--- config.mk ---
export PLATFORM = sky130hd
export DESIGN_NAME = mag_packet_serializer
export DESIGN_NICKNAME = d
export VERILOG_FILES = /design/src/rtl/mag_pkt_pkg.sv /design/src/rtl/mag_pkt_fifo.sv /design/src/rtl/mag_packet_serializer.sv
export SDC_FILE = /design/constraint.sdc
export NUM_CORES = 1
export LEC_CHECK = 0
export ABC_AREA = 1
export ABC_CLOCK_PERIOD_IN_PS = 3150
export CORE_MARGIN = 4
export CORE_UTILIZATION = 60
export CTS_CLUSTER_SIZE = 20
export DETAILED_ROUTE_END_ITERATION = 8
export PLACE_DENSITY = 0.79
export SYNTH_ARGS = -nofsm -noshare
export SYNTH_HDL_FRONTEND = slang
export SYNTH_HIERARCHICAL = 1
export SYNTH_SLANG_ARGS = --single-unit
--- constraint.sdc ---
create_clock -name clk -period 3.15 [get_ports clk]
set_input_delay 0.945 -clock clk [delete_from_list [all_inputs] [get_ports clk]]
set_output_delay 0.945 -clock clk [all_outputs]
set_load 0.005 [all_outputs]
--- src/rtl/mag_pkt_pkg.sv ---
// rtl/mag_pkt_pkg.sv - shared constants and FSM encoding for the magnetometer packet serializer
package mag_pkt_pkg;

  localparam logic [7:0] MAG_TAG   = 8'h4D;
  localparam int         PKT_W     = 80;
  localparam int         PKT_BYTES = 10;

  typedef enum logic {
    IDLE = 1'b0,
    SEND = 1'b1
  } state_t;

endpackage

--- src/rtl/mag_pkt_fifo.sv ---
// rtl/mag_pkt_fifo.sv - synchronous record FIFO; push and pop both honoured when full
module mag_pkt_fifo
  import mag_pkt_pkg::*;
#(
  parameter int DEPTH = 4,
  parameter int W     = PKT_W
) (
  input  logic                       clk,
  input  logic                       rst,
  input  logic                       push,
  input  logic                       pop,
  input  logic [W-1:0]               din,
  output logic [W-1:0]               dout,
  output logic                       full,
  output logic                       empty,
  output logic [$clog2(DEPTH+1)-1:0] count
);

  localparam int AW = $clog2(DEPTH);
  localparam int CW = $clog2(DEPTH+1);

  logic [W-1:0]  mem_q [DEPTH];
  logic [W-1:0]  mem_d [DEPTH];
  logic [AW-1:0] wr_q, wr_d;
  logic [AW-1:0] rd_q, rd_d;
  logic [CW-1:0] cnt_q, cnt_d;
  logic          push_ok;
  logic          pop_ok;

  assign full  = (cnt_q == CW'(DEPTH));
  assign empty = (cnt_q == '0);
  assign count = cnt_q;
  assign dout  = mem_q[rd_q];

  // When full, a same-cycle pop frees the slot the write lands in.
  assign push_ok = push && (!full || pop);
  assign pop_ok  = pop && !empty;

  always_comb begin
    mem_d = mem_q;
    wr_d  = wr_q;
    rd_d  = rd_q;
    cnt_d = cnt_q;
    if (push_ok) begin
      mem_d[wr_q] = din;
      wr_d        = wr_q + 1'b1;
    end
    if (pop_ok) begin
      rd_d = rd_q + 1'b1;
    end
    case ({push_ok, pop_ok})
      2'b10:   cnt_d = cnt_q + 1'b1;
      2'b01:   cnt_d = cnt_q - 1'b1;
      default: cnt_d = cnt_q;
    endcase
  end

  always_ff @(posedge clk or negedge rst) begin
    if (!rst) begin
      for (int i = 0; i < DEPTH; i++) begin
        mem_q[i] <= '0;
      end
      wr_q  <= '0;
      rd_q  <= '0;
      cnt_q <= '0;
    end else begin
      mem_q <= mem_d;
      wr_q  <= wr_d;
      rd_q  <= rd_d;
      cnt_q <= cnt_d;
    end
  end

endmodule

--- src/rtl/mag_packet_serializer.sv ---
// rtl/mag_packet_serializer.sv - captures changed magnetometer records and streams them out MSB-first as bytes
// Optional trailing XOR checksum byte enabled by MAG_PKT_CHECKSUM_EN.
module mag_packet_serializer
  import mag_pkt_pkg::*;
#(
  parameter int         DEPTH = 4,
  parameter logic [7:0] TAG   = MAG_TAG
) (
  input  logic                       clk,
  input  logic                       rst,
  input  logic [79:0]                pkt_in,
  input  logic                       byte_ready,
  output logic [7:0]                 byte_out,
  output logic                       byte_valid,
  output logic [$clog2(DEPTH+1)-1:0] pkt_count,
  output logic                       busy,
  output logic                       overflow
);

`ifdef MAG_PKT_CHECKSUM_EN
  localparam int LAST_IDX = PKT_BYTES;
`else
  localparam int LAST_IDX = PKT_BYTES - 1;
`endif

  logic [PKT_W-1:0] pkt_q, pkt_d;
  logic [PKT_W-1:0] sh_q, sh_d;
  logic [3:0]       idx_q, idx_d;
  logic             ovf_q, ovf_d;
  state_t           state_q, state_d;
`ifdef MAG_PKT_CHECKSUM_EN
  logic [7:0]       csum_q, csum_d;
`endif

  logic             new_pkt;
  logic             fifo_pop;
  logic             fifo_full;
  logic             fifo_empty;
  logic [PKT_W-1:0] fifo_dout;

  // Upstream has no strobe: a record is new when its content changes and carries the tag.
  assign new_pkt  = (pkt_in != pkt_q) && (pkt_in[7:0] == TAG);
  assign fifo_pop = (state_q == IDLE) && !fifo_empty;

  mag_pkt_fifo #(
    .DEPTH (DEPTH),
    .W     (PKT_W)
  ) u_fifo (
    .clk   (clk),
    .rst   (rst),
    .push  (new_pkt),
    .pop   (fifo_pop),
    .din   (pkt_in),
    .dout  (fifo_dout),
    .full  (fifo_full),
    .empty (fifo_empty),
    .count (pkt_count)
  );

  always_comb begin
    pkt_d   = pkt_in;
    sh_d    = sh_q;
    idx_d   = idx_q;
    state_d = state_q;
    ovf_d   = ovf_q | (new_pkt && fifo_full && !fifo_pop);
`ifdef MAG_PKT_CHECKSUM_EN
    csum_d  = csum_q;
`endif
    case (state_q)
      IDLE: begin
        if (fifo_pop) begin
          sh_d    = fifo_dout;
          idx_d   = '0;
          state_d = SEND;
`ifdef MAG_PKT_CHECKSUM_EN
          csum_d  = '0;
`endif
        end
      end
      SEND: begin
        if (byte_ready) begin
          sh_d  = {sh_q[PKT_W-9:0], 8'h00};
          idx_d = idx_q + 1'b1;
`ifdef MAG_PKT_CHECKSUM_EN
          csum_d = csum_q ^ sh_q[PKT_W-1 -: 8];
`endif
          if (idx_q == 4'(LAST_IDX)) begin
            idx_d   = '0;
            state_d = IDLE;
          end
        end
      end
      default: state_d = IDLE;
    endcase
  end

  always_ff @(posedge clk or negedge rst) begin
    if (!rst) begin
      pkt_q   <= '0;
      sh_q    <= '0;
      idx_q   <= '0;
      ovf_q   <= 1'b0;
      state_q <= IDLE;
`ifdef MAG_PKT_CHECKSUM_EN
      csum_q  <= '0;
`endif
    end else begin
      pkt_q   <= pkt_d;
      sh_q    <= sh_d;
      idx_q   <= idx_d;
      ovf_q   <= ovf_d;
      state_q <= state_d;
`ifdef MAG_PKT_CHECKSUM_EN
      csum_q  <= csum_d;
`endif
    end
  end

  assign byte_valid = (state_q == SEND);
  assign busy       = (state_q == SEND);
  assign overflow   = ovf_q;

`ifdef MAG_PKT_CHECKSUM_EN
  assign byte_out = !byte_valid ? 8'h00 :
                    (idx_q == 4'(PKT_BYTES)) ? csum_q : sh_q[PKT_W-1 -: 8];
`else
  assign byte_out = byte_valid ? sh_q[PKT_W-1 -: 8] : 8'h00;
`endif

endmodule

After elaboration in Yosys (flattened, before gate mapping)
Index checks and enable logic that the tools add are counted.
Widths: inputs -> output; s select.
{ "word_totals": {"ramBits": 0, "memories": 0, "latchBits": 0, "word_cells": 65, "output_inout_bits": 14, "input_bits": 83, "romBits": 0, "ff_bits": 493} }
{ "op_classes": {"bitwise": 4, "div": 0, "shift": 0, "eq_ne": 8, "reduce_logical": 14, "n_mux": 19, "n_lt_le_gt_ge": 3, "n_mul": 0, "addsub": 5} }
{ "ops": {"columns": ["op", "n"], "rows": [
  ["$mux 80", 5],
  ["$bwmux 320", 1],
  ["$bmux 80 s2", 1],
  ["$demux 80 s2", 1],
  ["$pmux 80 s2", 1],
  ["$ne 80x80->1", 1],
  ["$mux 4", 3],
  ["$eq 8x7->1 const B", 1],
  ["$mux 8", 1],
  ["$pmux 4 s2", 1],
  ["$logic_and 1x1->1", 7],
  ["$ge 3x3->1 const B", 2],
  ["$not 2->3", 2],
  ["$pmux 3 s2", 1],
  ["$add 2x1->2 const B", 2],
  ["$add 4x1->4 const B", 1],
  ["$eq 4x4->1 const B", 1],
  ["$ne 2x2->1 const B", 2],
  ["$add 3x1->3 const B", 1],
  ["$eq 3x3->1 const B", 1],
  ["$logic_not 1->1", 3],
  ["$logic_not 3->1", 1],
  ["$lt 3x1->1 const B", 1],
  ["$mux 1", 3],
  ["other kinds (9)", 9]
]} }

Logic depth before layout (Yosys ltp)
Gate-level depths: netlist of run 1.
{ "logic_depth": {"ltp_word": 7, "mapped_depth": 19, "depth_no_buf": 17} }

By module
The synthesis of run 1 kept the hierarchy.
{ "by_module_without_submodules": {"columns": ["module", "n_inst", "area_per_inst_um2", "cells_per_inst"], "rows": [
  ["mag_pkt_fifo", 1, 15851.5, 1924],
  ["mag_packet_serializer", 1, 7516.0, 888]
]} }

Least setup slack after synthesis of run 1
Ideal clock, no wire load.
{ "synth_path": {"kind": "input to register", "startpoint": "input pkt_in[15]", "endpoint": "register u_fifo.cnt_q[1], in the netlist u_fifo/count[1]", "setup_ns": 0.083, "path_buffers": 2, "path_slack_ns": 0.094, "t_required_ns": 3.067, "cell_stages": 13, "arrival_time_ns": 2.974, "path_cell_list": "or2_2 > nand3_1 > nor2_1 > nand2_1 > nor2_1 > a31oi_1 > buf_4 > buf_2 > nand2_1 > ha_1 > inv_1 > fa_1 > o21ai_0"} }
{ "synth_via": {"elab_chain_len": 5} }
{ "synth_lines": {"columns": ["element", "line", "rtl"], "rows": [
  ["start, declared", "mag_packet_serializer.sv:11", "input logic [79:0] pkt_in,"],
  ["$ne 80x80->1 (*)", "mag_packet_serializer.sv:42", "assign new_pkt = (pkt_in != pkt_q) && (pkt_in[7:0] == TAG);"],
  ["$logic_and 1x1->1 (*)", "mag_packet_serializer.sv:42", null],
  ["named net new_pkt", "mag_packet_serializer.sv:35", "logic new_pkt;"],
  ["$logic_and 1x1->1 (*)", "mag_pkt_fifo.sv:36", "assign push_ok = push && (!full || pop);"],
  ["$eq 2x1->1 / $eq 2x2->1 (equally long branches)", "mag_pkt_fifo.sv:51", "case ({push_ok, pop_ok})"],
  ["$pmux 3 s2 / $reduce_bool 2->1 (equally long branches)", null, null],
  ["end signal, assigned", "mag_pkt_fifo.sv:70", "cnt_q <= cnt_d;"],
  ["end, declared", "mag_pkt_fifo.sv:26", "logic [CW-1:0] cnt_q, cnt_d;"]
]} }
The timed path passes the listed nets; every way through them passes the cells marked *.
A chain may end at the register's enable or synchronous reset.

Worst setup path after layout of run 1
{ "layout_path": {"startpoint": "input pkt_in[64]", "endpoint": "register u_fifo.cnt_q[2], in the netlist u_fifo/count[2]"} }
Same word-level chain as after synthesis.

==> reports/summary.txt, run 1 <==
Post-DP HPWL: 37700 µm
R2R setup slack: 470 ps
# hold bufs at CTS: 0
Mean Syn Cell Area: 8.31 µm²
Crit path depth: 19
Crit path largest cell delay: 500 ps
Switching Fraction: 36.6%
Peak VDD IR: 1.01 mV
Reg2reg start: pkt_q[64]
Layout cells sized above 1: 9.45%
First-pass GRT wire length: 107000 µm
Setup CP Type: input pin to flip-flop
# rows: 72
Run status: complete, but fails checks
Rel. slew slack: 31.2%
Netlist Area Pre-Place: 23400 µm²
Port bufs: 96
Unique masters post-synth: 32
Worst-path clk slew: 60 ps
Critical path, cell by cell: clkdlybuf4s50_1, nand2_1, inv_1, nor2_1, buf_4, nor2_1, nand2_1, nor2_2, nand2_2, nor2_4, a31oi_4, nand2_4, ha_2, inv_1, fa_1, inv_1, nand2_1, nand3b_1, xor2_1
Hold_ws: 351 ps
N_diodes: 0
GRT Residual Overflow: 0
Reg2Reg Capture Point: u_fifo/count[2]
Worst-Margin Slew: 1030 ps
RSZ-0062 raised after global routing: true
Total CTS buffers: 49
Leakage: 14.2 nW
#FFs+latches synth: 493
Post-placement cell area: 25300 µm²
Inst Count DP: 3347
Mapped Cells: 2812
CTS Buffer Depth: 3
Vias: 21217
Gpl congestion: 0.826
Worst Path Buf+Inv: 5
Max_cap viols: 0
Net Sw Power: 7.28 mW
Clk pwr share: 30.1%
Initial Util: 60.6%
DR pass1 iterations: 6
Seq/Total Area, Yosys: 52.8%
Clk root buf: clkbuf_16
CP Launch Point: pkt_in[64]
Die X-Extent: 205 µm
Final Hold Fails: 0
WL per Instance: 19.8 µm
Setup violators final: 1
Skew final: 10.6 ps
DRC viols: 0
Critical Path End Type: flip-flop
Combinational power share: 33.1%
R2R cell count: 17
Period minus WS final: 3160 ps
Die footprint: 42200 µm²
Failing checks: setup timing
Clock sinks: 493
Nets: 2989
Skew-Pair Late Insertion Delay: 580 ps
Die height: 205 µm
Ys Warns: 6
P_int: 12.6 mW
Fin area: 27400 µm²
Crit path max-delay family: simple AND/OR/NAND/NOR gates
CP Data Required Time: 3650 ps
Startpoint Class: input pin
Layout area overhead: 17.4%
Largest net degree at the start of global routing: 185
CTS tree: built
Number of global-route vias before repair: 20847
WP data arrival: 3660 ps
H-tree levels: 2
Pwr Density: 725 nW/µm²
Post-route ant nets: 0
Vias per cell: 6.15
Starting DRC count in detailed routing: 2455
Final setup margin: -12.1 ps
CP max-delay cell: clkdlybuf4s50_1
Core Area: 38600 µm²
I/O pin total: 97
Setup tns final: -12.1 ps
Reg power frac: 36.7%
Fmax: 0.316 GHz
Crit share post-route: 100%
DRT Wirelength: 68200 µm
Non-Filler Instances: 3449
Syn Nets: 2903
Initial antenna violation count: 0
GRT Total Usage: 31.3%
Final-report max-slew violation count: 0
Hold Path Class: input pin to async pin
Crit-path max FO: 3
==> power by group through the flow <==
| stage | sequential (mW) | combinational (mW) | clock, mW |
|---|---|---|---|
| floorplan | 7.31 | 4.67 | 0 |
| global placement | 7.38 | 6.20 | 0 |
| detailed placement | 7.40 | 6.34 | 0 |
| CTS | 7.30 | 6.42 | 6.04 |
| global route | 7.37 | 7.20 | 6.29 |
| finish | 7.30 | 6.59 | 5.99 |
==> cells in the mapped netlist <==
library cell | number | area (µm²)
a21oi_1 | 8 | 40.0
a21oi_2 | 1 | 8.76
a31oi_1 | 1 | 6.26
buf_1 | 38 | 143
buf_2 | 74 | 370
buf_4 | 9 | 67.6
buf_6 | 37 | 417
clkbuf_1 | 70 | 263
dfrtp_1 | 493 | 12300
fa_1 | 1 | 20.0
ha_1 | 7 | 87.6
inv_1 | 171 | 642
inv_2 | 2 | 7.51
mux2i_1 | 1 | 10.0
nand2_1 | 870 | 3270
nand2_2 | 1 | 6.26
nand3_1 | 8 | 40.0
nand3_2 | 2 | 20.0
nand3_4 | 2 | 35.0
nand3b_1 | 1 | 7.51
nand4_1 | 322 | 2010
nor2_1 | 259 | 972
nor2_4 | 1 | 11.3
nor3_1 | 3 | 15.0
nor4_1 | 1 | 6.26
o211ai_1 | 63 | 473
o21ai_0 | 235 | 1180
o21ai_1 | 9 | 45.0
o22ai_1 | 82 | 513
or2_2 | 1 | 6.26
xnor2_1 | 16 | 140
xor2_1 | 23 | 201
==> timing repair <==
item                       CTS  global route
pin swaps                    1             2
resized for setup           13            24
setup endpoints to repair  268           314
gates cloned                 0            10
buffers inserted             0             8
==> final cells by class <==
type	count	area, µm²
fillers	2852	11100
clock buffers	72	1430
repair buffers	263	2920
multi-input cells	1918	9240
flip-flops and latches	493	12300
inverters	173	652
clock inverters	12	190
well taps	518	648
==> worst max path at each step <==
| stage | to | slack [ps] |
|---|---|---|
| finish | u_fifo/count[2] | -10 |
| global route | u_fifo/count[2] | -110 |
| detailed placement | u_fifo/count[2] | -800 |
| global placement | u_fifo/count[2] | -760 |
| CTS | u_fifo/mem_q[144] | -10 |
| floorplan | u_fifo/count[1] | 90 |
==> state kept, by name, summed over array words and instances (netlist names), 2 cells and up <==
register,count
idx_q,4
u_fifo/mem_q,320
sh_q,80
u_fifo/rd_q,2
u_fifo/count,3
pkt_q,80
u_fifo/wr_q,2
==> metrics by stage <==
stage          setup WS (ps)  power (mW)  util (%)
2_1_floorplan           93.7        12.0         -
3_3_place_gp            -764        13.6      65.7
3_5_place_dp            -798        13.7      65.7
4_1_cts                -11.4        19.8      70.0
5_1_grt                 -109        20.9      71.1
6_report               -12.1        19.9      71.1
==> kinds of logic after synthesis <==
| group | synth area share [%] |
|---|---|
| mux | 0.0428 |
| fa+ha+maj | 0.460 |
| flops | 52.8 |
| simple gates | 27.4 |
| buf+inv | 8.17 |
| compound gates | 9.68 |
| xor+xnor | 1.46 |
==> layout by cell type, fill, tap and decap left out, types with 2 or more instances in the layout <==
cell type / n
nand2_1: 866
dfrtp_1: 490
nand4_1: 322
nor2_1: 249
o21ai_0: 235
inv_1: 170
buf_4: 115
clkdlybuf4s50_1: 90
o22ai_1: 82
o211ai_1: 63
clkbuf_16: 57
buf_12: 40
xor2_1: 23
xnor2_1: 16
clkbuf_8: 12
clkbuf_1: 11
o21ai_1: 9
nor2_2: 8
a21oi_1: 8
nand3_1: 7
clkinv_2: 5
bufinv_16: 5
dlymetal6s2s_1: 5
nand3_4: 5
ha_2: 5
nor2_4: 3
nand2_2: 3
nor3_1: 3
inv_2: 2
nand2_4: 2
ha_1: 2
dfrtp_4: 2
clkinvlp_4: 2
buf_8: 2
buf_16: 2
==> metal layers <==
layer | share of wire, % | GRT usage, % | vias to the layer above
met2 | 47 | 51.5 | 1246
met5 | 0 | 0 | -
met1 | 38 | 41.8 | 10181
met3 | 10 | 4.67 | 250
met4 | 4.3 | 13.6 | 0
li1 | - | - | 9540
No activity file was read; power rests on OpenSTA's default activity.
==> run 2: changes to the inputs <==
Settings changed: CORE_MARGIN 4 to default.
==> reports/summary.txt, run 2 (synthesis gave the netlist of run 1 again) <==
Run status: complete, but fails checks (unchanged)
Failing checks: DRC (was setup timing)
R2R setup slack: 480 ps (was 470 ps)
# rows: 71 (was 72)
Die footprint: 39700 µm² (was 42200 µm²)
Peak VDD IR: 0.727 mV (was 1.01 mV)
Post-DP HPWL: 37200 µm (was 37700 µm)
Reg2reg start: pkt_q[45] (was pkt_q[64])
Starting DRC count in detailed routing: 2232 (was 2455)
Setup violators final: 0 (was 1)
Largest net degree at the start of global routing: 162 (was 185)
Worst-path clk slew: 60 ps (about the same)
Skew-Pair Late Insertion Delay: 590 ps (was 580 ps)
Largest regs: u_fifo/mem_q x320, pkt_q x80, sh_q x80 (unchanged)
Crit path largest cell delay: 510 ps (was 500 ps)
Final-report max-slew violation count: 0 (unchanged)
Skew final: 14.6 ps (was 10.6 ps)
Clk root buf: clkbuf_16 (unchanged)
RSZ-0062 raised after global routing: true (unchanged)
Post-placement cell area: 25300 µm² (about the same)
First-pass GRT wire length: 105000 µm (was 107000 µm)
# fillers: 2879 (was 2852)
# hold bufs at CTS: 0 (unchanged)
Period minus WS final: 3080 ps (was 3160 ps)
Setup CP Type: input pin to flip-flop (unchanged)
WL per Instance: 19.1 µm (was 19.8 µm)
Port bufs: 96 (unchanged)
CP max-delay cell: clkdlybuf4s50_1 (unchanged)
Fmax: 0.324 GHz (was 0.316 GHz)
Gpl congestion: 0.864 (was 0.826)
Post-CTS setup buffers: 0 (unchanged)
Pwr Density: 739 nW/µm² (was 725 nW/µm²)
Final setup margin: 65.9 ps (was -12.1 ps)
CP Data Required Time: 3660 ps (was 3650 ps)
Clock sinks: 493 (unchanged)
Max_cap viols: 0 (unchanged)
Most frequent cells in the layout: nand2_1 (865), dfrtp_1 (490), nand4_1 (322), nor2_1 (246), o21ai_0 (235) (was nand2_1 (866), dfrtp_1 (490), nand4_1 (322), nor2_1 (249), o21ai_0 (235))
Die X-Extent: 199 µm (was 205 µm)
Layout cells sized above 1: 9.44% (was 9.45%)
GRT Total Usage: 33.8% (was 31.3%)
Worst Path Buf+Inv: 5 (unchanged)
Crit path max-delay family: simple AND/OR/NAND/NOR gates (unchanged)
Rel. slew slack: 29.1% (was 31.2%)
Hold Path Class: input pin to async pin (unchanged)
Setup tns final: 0 ps (was -12.1 ps)
Number of global-route vias before repair: 20197 (was 20847)
Worst-Margin Slew: 1060 ps (was 1030 ps)
Leakage: 14.1 nW (was 14.2 nW)
N_diodes: 0 (unchanged)
Die height: 199 µm (was 205 µm)
Post-route ant nets: 0 (unchanged)
Total Power: 20.1 mW (was 19.9 mW)
Final Hold Fails: 0 (unchanged)
Layout area overhead: 16.2% (was 17.4%)
Startpoint Class: input pin (unchanged)
FF/Latch Area: 12300 µm² (unchanged)
Fin area: 27200 µm² (was 27400 µm²)
Number of flip-flops in the largest register: 320 (unchanged)
Cell repeated most along the worst path: nand2_1
Hold_ws: 341 ps (was 351 ps)
Pre-CTS WS: -984 ps (was -798 ps)
DR pass1 iterations: 8 (was 6)
Nets: 2979 (was 2989)
DRC viols: 1 (was 0)
Commonest non-fill, non-tap cell in the layout: nand2_1 (unchanged)
Crit share post-route: 97.9% (was 100%)
Vias: 20921 (was 21217)
Initial antenna violation count: 0 (unchanged)
Largest register by flop count: u_fifo/mem_q (unchanged)
Core Area: 38000 µm² (was 38600 µm²)
Crit-path max FO: 3 (unchanged)
Total CTS buffers: 51 (was 49)
WP data arrival: 3600 ps (was 3660 ps)
CTS tree: built (unchanged)
Multi-input logic area: 9260 µm² (was 9240 µm²)
R2R cell count: 16 (was 17)
H-tree levels: 2 (unchanged)
Reg2Reg Capture Point: u_fifo/count[2] (unchanged)
I/O pin total: 97 (unchanged)
Critical Path End Type: flip-flop (unchanged)
CTS Buffer Depth: 3 (unchanged)
Initial Util: 61.5% (was 60.6%)
GRT Residual Overflow: 0 (unchanged)
Vias per cell: 6.09 (was 6.15)
Critical path, cell by cell: clkdlybuf4s50_1, inv_1, nand2_1, nand2_1, nor2_1, nand2_1, nor2_4, nand2_2, nor2_4, buf_6, a31oi_4, nand2_2, ha_2, inv_1, fa_2, inv_1, nand2_1, nand3b_1, xor2_1 (was clkdlybuf4s50_1, nand2_1, inv_1, nor2_1, buf_4, nor2_1, nand2_1, nor2_2, nand2_2, nor2_4, a31oi_4, nand2_4, ha_2, inv_1, fa_1, inv_1, nand2_1, nand3b_1, xor2_1)
DRT Wirelength: 65500 µm (was 68200 µm)
-- run 2: cell types whose count changed in the layout (fill, tap and decap cells not counted), moves of 4 or more --
| cell | before | now |
|---|---|---|
| buf_12 | 40 | 31 |
| buf_4 | 115 | 120 |
| clkbuf_8 | 12 | 17 |
| clkbuf_16 | 57 | 53 |
| nor2_4 | 3 | 7 |
-- run 2: cell type report --
class	instances	area share (%)
Multi-Input combinational cell	1918	34.1
Sequential cell	493	45.5
Clock buffer	80	5.88
Tap cell	511	2.35
Timing Repair Buffer	251	9.40
Clock inverter	10	0.401
Inverter	173	2.40
-- run 2: worst register-to-register path, cell delays in order (launching register included) --
cell and delay (ps):
dfrtp_1 380, xor2_1 170, nor2_1 130, nand2_1 120, nor2_4 240, nand2_2 100
nor2_4 180, buf_6 130, a31oi_4 70, nand2_2 90, ha_2 180, inv_1 70
fa_2 350, inv_1 80, nand2_1 50, nand3b_1 100, xor2_1 150
-- run 2: repair_timing --
action,CTS,global route
resized for setup,13,32
pin swaps,1,9
setup endpoints to repair,324,252
-- run 2: where the power goes --
| part | internal [mW] | switching (mW) | total, mW | leakage [nW] |
|---|---|---|---|---|
| sequential | 7.01 | 0.321 | 7.33 | 6.58 |
| combinational | 2.09 | 4.53 | 6.62 | 6.69 |
| clock | 3.63 | 2.49 | 6.11 | 0.845 |
-- run 2: how the worst max path moves through the flow --
stage / cells past startpoint / end / startpoint / slack, ps
after floorplan: 13 / u_fifo/count[1] / pkt_in[15] / 90
after global placement: 18 / u_fifo/count[2] / pkt_in[32] / -970
after detailed placement: 18 / u_fifo/count[2] / pkt_in[32] / -980
after CTS: 18 / u_fifo/count[2] / pkt_in[33] / -20
after global routing: 19 / u_fifo/count[2] / pkt_in[48] / -80
final: 19 / u_fifo/count[2] / pkt_in[34] / 70
-- run 2: per-layer routing --
| metal | part of all wire, % | GRT usage (%) | wire [µm] | up-vias |
|---|---|---|---|---|
| met1 | 38 | 45.6 | 25000 | 9993 |
| met4 | 3.7 | 14.7 | 2430 | 0 |
| met5 | 0 | 0 | 0 | - |
| met3 | 10 | 5.70 | 6590 | 213 |
| li1 | - | - | - | 9513 |
| met2 | 48 | 54.2 | 31400 | 1202 |
-- run 2: metrics by stage --
| stage | cells | util, % |
|---|---|---|
| final | 3436 | 71.4 |
| after floorplan | 2812 | - |
| after detailed placement | 3346 | 66.6 |
| after global routing | 3436 | 71.4 |
| after CTS | 3436 | 71.2 |
| after global placement | 3346 | 66.6 |
